`config.mk`:
```
export PLATFORM = sky130hd
export DESIGN_NAME = range_counter
export DESIGN_NICKNAME = d
export VERILOG_FILES = /design/src/rtl/range_counter.sv
export SDC_FILE = /design/constraint.sdc
export NUM_CORES = 1
export LEC_CHECK = 0
export ABC_AREA = 1
export CAP_MARGIN = 20
export CORE_MARGIN = 2
export CORE_UTILIZATION = 52
export DETAILED_ROUTE_END_ITERATION = 7
export PLACE_DENSITY = 0.77
export SLEW_MARGIN = 5
export SYNTH_ARGS = -nofsm -noshare
export SYNTH_HDL_FRONTEND = slang
export SYNTH_SLANG_ARGS = --single-unit
```
`constraint.sdc`:
```
create_clock -name clk -period 3.1 [get_ports clk]
set_clock_uncertainty 0.1 [all_clocks]
set_input_delay 0.31 -clock clk [delete_from_list [all_inputs] [get_ports clk]]
set_output_delay 0.31 -clock clk [all_outputs]
set_load 0.01 [all_outputs]
```
`src/rtl/range_counter.sv`:
```
// Bounded up/down counter over [MIN, MAX] with programmable step and wrap/saturate/bounce boundary modes.
// Optional prescaler is built only when RANGE_COUNTER_PRESCALE_EN is defined.
module range_counter #(
    parameter int WIDTH      = 8,
    parameter int MIN        = 10,
    parameter int MAX        = 100,
    parameter int STEP_WIDTH = 4,
    parameter int PRESCALE   = 4
) (
    input  logic                  clk,
    input  logic                  rst,
    input  logic                  en,
    input  logic                  set,
    input  logic [WIDTH-1:0]      din,
    input  logic [STEP_WIDTH-1:0] step,
    input  logic                  up_down,
    input  logic [1:0]            mode,
    output logic [WIDTH-1:0]      count,
    output logic                  dir,
    output logic                  at_min,
    output logic                  at_max,
    output logic                  finish,
    output logic                  wrapped
);

    localparam logic [WIDTH:0]   MIN_X = (WIDTH+1)'(MIN);
    localparam logic [WIDTH:0]   MAX_X = (WIDTH+1)'(MAX);
    localparam logic [WIDTH-1:0] MIN_W = WIDTH'(MIN);
    localparam logic [WIDTH-1:0] MAX_W = WIDTH'(MAX);
    localparam bit PRESCALE_VALID = (PRESCALE >= 1);

    logic [WIDTH-1:0] count_reg, count_next;
    logic             dir_reg, dir_next;
    logic             finish_reg, finish_next;
    logic             wrapped_reg, wrapped_next;

    logic             advance;
    logic             wrap_mode, bounce_mode, eff_dir;
    logic [WIDTH:0]   count_x, step_x, sum_x, floor_x, din_x;
    logic [WIDTH-1:0] diff_w, din_clamped;
    logic             up_over, up_hit, dn_over, dn_hit;

    assign wrap_mode   = (mode == 2'd0);
    assign bounce_mode = (mode == 2'd2);
    // In bounce mode the stored direction drives travel; otherwise the request does.
    assign eff_dir     = bounce_mode ? dir_reg : up_down;

    // Boundary arithmetic is done one bit wider so overflow/underflow stay visible.
    assign count_x = {1'b0, count_reg};
    assign step_x  = {{(WIDTH+1-STEP_WIDTH){1'b0}}, step};
    assign sum_x   = count_x + step_x;
    assign floor_x = MIN_X + step_x;
    assign diff_w  = count_reg - step_x[WIDTH-1:0];

    assign up_over = (sum_x > MAX_X);
    assign up_hit  = (sum_x == MAX_X);
    assign dn_over = (count_x < floor_x);
    assign dn_hit  = (count_x == floor_x);

    assign din_x       = {1'b0, din};
    assign din_clamped = (din_x < MIN_X) ? MIN_W :
                         (din_x > MAX_X) ? MAX_W : din;

`ifdef RANGE_COUNTER_PRESCALE_EN
    localparam int PW = (PRESCALE > 1) ? $clog2(PRESCALE) : 1;
    localparam logic [PW-1:0] PRESCALE_LAST = PW'(PRESCALE - 1);

    logic [PW-1:0] presc_reg, presc_next;
    logic          presc_tick;

    assign presc_tick = (presc_reg == PRESCALE_LAST);
    assign advance    = en && presc_tick && PRESCALE_VALID;

    always_comb begin
        presc_next = presc_reg;
        if (set) begin
            presc_next = '0;
        end else if (en) begin
            presc_next = presc_tick ? '0 : presc_reg + 1'b1;
        end
    end

    always_ff @(posedge clk) begin
        if (rst) begin
            presc_reg <= '0;
        end else begin
            presc_reg <= presc_next;
        end
    end
`else
    assign advance = en && PRESCALE_VALID;
`endif

    always_comb begin
        count_next   = count_reg;
        dir_next     = bounce_mode ? dir_reg : up_down;
        finish_next  = 1'b0;
        wrapped_next = 1'b0;

        if (set) begin
            count_next = din_clamped;
            dir_next   = up_down;
        end else if (advance && (step != '0)) begin
            if (eff_dir) begin
                if (up_hit) begin
                    count_next  = MAX_W;
                    finish_next = 1'b1;
                    if (bounce_mode) begin
                        dir_next = 1'b0;
                    end
                end else if (up_over) begin
                    if (wrap_mode) begin
                        count_next   = MIN_W;
                        wrapped_next = 1'b1;
                    end else if (bounce_mode) begin
                        count_next  = MAX_W;
                        finish_next = 1'b1;
                        dir_next    = 1'b0;
                    end else begin
                        count_next  = MAX_W;
                        finish_next = (count_reg != MAX_W);
                    end
                end else begin
                    count_next = sum_x[WIDTH-1:0];
                end
            end else begin
                if (dn_hit) begin
                    count_next  = MIN_W;
                    finish_next = 1'b1;
                    if (bounce_mode) begin
                        dir_next = 1'b1;
                    end
                end else if (dn_over) begin
                    if (wrap_mode) begin
                        count_next   = MAX_W;
                        wrapped_next = 1'b1;
                    end else if (bounce_mode) begin
                        count_next  = MIN_W;
                        finish_next = 1'b1;
                        dir_next    = 1'b1;
                    end else begin
                        count_next  = MIN_W;
                        finish_next = (count_reg != MIN_W);
                    end
                end else begin
                    count_next = diff_w;
                end
            end
        end
    end

    always_ff @(posedge clk) begin
        if (rst) begin
            count_reg   <= MIN_W;
            dir_reg     <= 1'b1;
            finish_reg  <= 1'b0;
            wrapped_reg <= 1'b0;
        end else begin
            count_reg   <= count_next;
            dir_reg     <= dir_next;
            finish_reg  <= finish_next;
            wrapped_reg <= wrapped_next;
        end
    end

    assign count   = count_reg;
    assign dir     = dir_reg;
    assign finish  = finish_reg;
    assign wrapped = wrapped_reg;
    assign at_min  = (count_reg == MIN_W);
    assign at_max  = (count_reg == MAX_W);

endmodule

```
==> results.sh <==
export IMPL_ys_types=33
export IMPL_start_util_pct=56.02
export IMPL_final_max_slew_viol_count=0
export IMPL_ys_flop_type="dfxtp_1"
export IMPL_p_leak_uw=0.0009592
export IMPL_hold_slack_ps=526.1
export IMPL_yosysTopAreaCell="nand2_1"
export IMPL_internal_power_uw=350.0
export IMPL_synthSimpleGateAreaFrac_pct=43.39
export IMPL_syn_area_per_cell_sq_um=5.975
export IMPL_rsz0062_at_grt="false"
export IMPL_relSlewSlack_pct=68.50
export IMPL_syn2layout_area_growth_pct=25.00
export IMPL_die_area_sq_um=3478
export IMPL_grt_max_degree=13
export IMPL_path_cells="clkdlybuf4s50_1, inv_1, ha_1, nor2_1, nand2_1, nand2_1, nand2_1, nand2_1, inv_2, nor2_4, nand3_4, nand2_4, nand2_1, nand3_1, nand2_1, nand2_1, o211ai_1"
export IMPL_yosysMostFrequentCell="nand2_1"
export IMPL_timing_critical_path_mode_cell="nand2_1"
export IMPL_die_height_microns=58.98
export IMPL_cpLargestDelayFamily="simple AND/OR/NAND/NOR gates"
export IMPL_cts_buffer_depth=2
export IMPL_route_detailed_drc=1
export IMPL_drive_above_1_share_pct=9.333
export IMPL_synth_top_family_by_area="simple AND/OR/NAND/NOR gates"
export IMPL_path_clk_slew_ps=70
export IMPL_rows=19
export IMPL_tns_ps=0
export IMPL_switchingPower_uw=292.6
export IMPL_arrival_ps=2660
export IMPL_sw_frac_of_total_pct=45.53
export IMPL_cts_root_buffer="clkbuf_4"
export IMPL_antenna_found_initial=0
export IMPL_gp_congestion=0.9904
export IMPL_fin_area_sq_um=1964
export IMPL_cp_slowest_cell="clkdlybuf4s50_1"
export IMPL_comb_power_share_pct=57.1
export IMPL_synth_top_area_share_pct=16.24
export IMPL_violations="design-rule violations"
export IMPL_max_freq_ghz=0.3839
export IMPL_cts_repair_resized=0
export IMPL_end_kind="flip-flop"
export IMPL_clk_latency_ps=290
export IMPL_grt_pass1_vias=1589
export IMPL_n_fill_cell=267
export IMPL_crit_fanout=7
export IMPL_critical_path_buf_inv_count=3
export IMPL_antenna_left=0
export IMPL_synth_xor_xnor_area_share_pct=2.787
export IMPL_wl_microns=4396
export IMPL_power_density_nw_per_um2=327.2
export IMPL_synth_cells=263
export IMPL_die_w_microns=58.98
export IMPL_status="complete, but fails checks"
export IMPL_synthAdderAreaFrac_pct=13.38
export IMPL_drt_pass1_iter_count=6
export IMPL_core_area_sq_um=2805
export IMPL_port_buffers=31
export IMPL_setup_viol=0
export IMPL_ir_drop_mv=0.2114
export IMPL_grt_pass1_wl_microns=7293
export IMPL_synthMuxAreaShare_pct=0
export IMPL_criticalPathCategory="input port to flip-flop"
export IMPL_h_tree_depth=1
export IMPL_fin_crit_sh_pct=84.04
export IMPL_critPathLaunchType="input port"
export IMPL_syn_nets=297
export IMPL_grt_remaining_overflow=0
export IMPL_num_vias=1833
export IMPL_pwr_share_seq_pct=26.6
export IMPL_synth_area_leaders="nand2_1 16%, dfxtp_1 14%, ha_1 9.6%"
export IMPL_worstMarginPinSlew_ps=471.9
export IMPL_cts_tree="yes"
export IMPL_min_path_type="flip-flop to flip-flop"
export IMPL_crit_required_ps=3160
export IMPL_ys_warn_count=0
export IMPL_synth_area_sq_um=1572
export IMPL_crit_path_max_incr_delay_ps=550
export IMPL_seq_area_frac_synth_pct=14.01
export IMPL_cap_viol_max_count=0
export IMPL_synth_compound_area_share_pct=15.37
export IMPL_largest_register_ffs=8
export IMPL_numClockSinks=11
export IMPL_diodes=0
export IMPL_cts_setup_buffers=0
export IMPL_dp_hpwl_microns=3724
export IMPL_wl_per_cell_microns=13.28
export IMPL_clkPwrFrac_pct=16.3
export IMPL_ioPinCount=32
export IMPL_synth_enable_flop_cells=0
export IMPL_grt_usage_pct=27.85
export IMPL_ys_async_sr_fraction_pct=0
export IMPL_hold_buffers=0
export IMPL_timing_final_crit_period_ps=2605
export IMPL_cts_buffers=3
export IMPL_yosys_top_cells_count="68 x nand2_1, 38 x inv_1, 25 x nor2_1, 23 x nand3_1"
export IMPL_drt_iter0_drc=108
export IMPL_viasPerCell=5.538
export IMPL_nets=335
export IMPL_ys_ff_latch=11
export IMPL_dpl_cell_area_sq_um=1938
export IMPL_final_hold_viol_count=0
## stage by stage
stage               power (uW)  utilization (%)  std cells  setup WS [ps]
CTS                      641.9            70.03        331          523.3
floorplan                408.6                -        263          894.5
global placement         534.8            69.09        327          262.2
finish                   642.7            70.03        331          494.8
detailed placement       535.8            69.09        327          224.7
global route             695.8            70.03        331          295.0
## final timing paths
check / to / slack (ps) / cells after the start / startpoint
setup / recovery: count[3]$_SDFFE_PP1P_ / 490 / 17 / step[3]
hold / removal: count[1]$_SDFFE_PP1P_ / 530 / 2 / count[1]$_SDFFE_PP1P_
setup reg to reg: count[3]$_SDFFE_PP1P_ / 640 / 13 / count[0]$_SDFFE_PP0P_
hold reg to reg: count[1]$_SDFFE_PP1P_ / 530 / 2 / count[1]$_SDFFE_PP1P_
## cell usage in the layout (no fill, tap or decap), types with 3 or more instances in the layout
cell type,count
nor2_1,25
nor3_1,8
clkdlybuf4s50_1,31
nand3_1,23
nand2_1,68
fa_1,3
ha_1,12
nand4_1,3
nand2_2,6
clkbuf_4,3
buf_4,5
a21oi_1,14
o21ai_0,14
a21oi_2,3
xor2_1,5
dfxtp_1,11
a31oi_1,4
nand3_2,3
inv_1,38
## area by class of cell
cell class / instances / area (sq um) / share of cell area (%)
clock buffer: 4 / 26.28 / 1.338
inverter: 41 / 153.9 / 7.834
multi-input combinational: 208 / 1177 / 59.94
sequential: 11 / 220.2 / 11.21
tap: 31 / 38.79 / 1.975
timing repair buffer: 36 / 347.8 / 17.71
## routing by layer
layer  vias up  routed length, microns  global-route usage, %
met5         -                       0                      0
met4         0                      91                  9.740
met3         8                     285                  3.930
met2        63                    2057                  45.56
met1       826                    1963                  37.47
li1        936                       -                      -
## logic make-up after synthesis
| kind of cell | count (synthesis) |
|---|---|
| compound gates | 42 |
| flops | 11 |
| buf+inv | 44 |
| fa+ha+maj | 15 |
| xor+xnor | 5 |
| simple gates | 146 |
## power by group through the flow
stage          logic (uW)  clock network (uW)  registers (uW)
2_1_floorplan         237                   0             171
5_1_grt               408                 115             173
3_5_place_dp          362                   0             174
4_1_cts               364                 108             170
3_3_place_gp          361                   0             174
6_report              367                 105             171
## tightest hold or removal path, cell delays in order (launching register included)
cell and delay, ps:
dfxtp_1 410, nand2_1 110, nand3_1 60
Power figures use the tool's default switching activity.
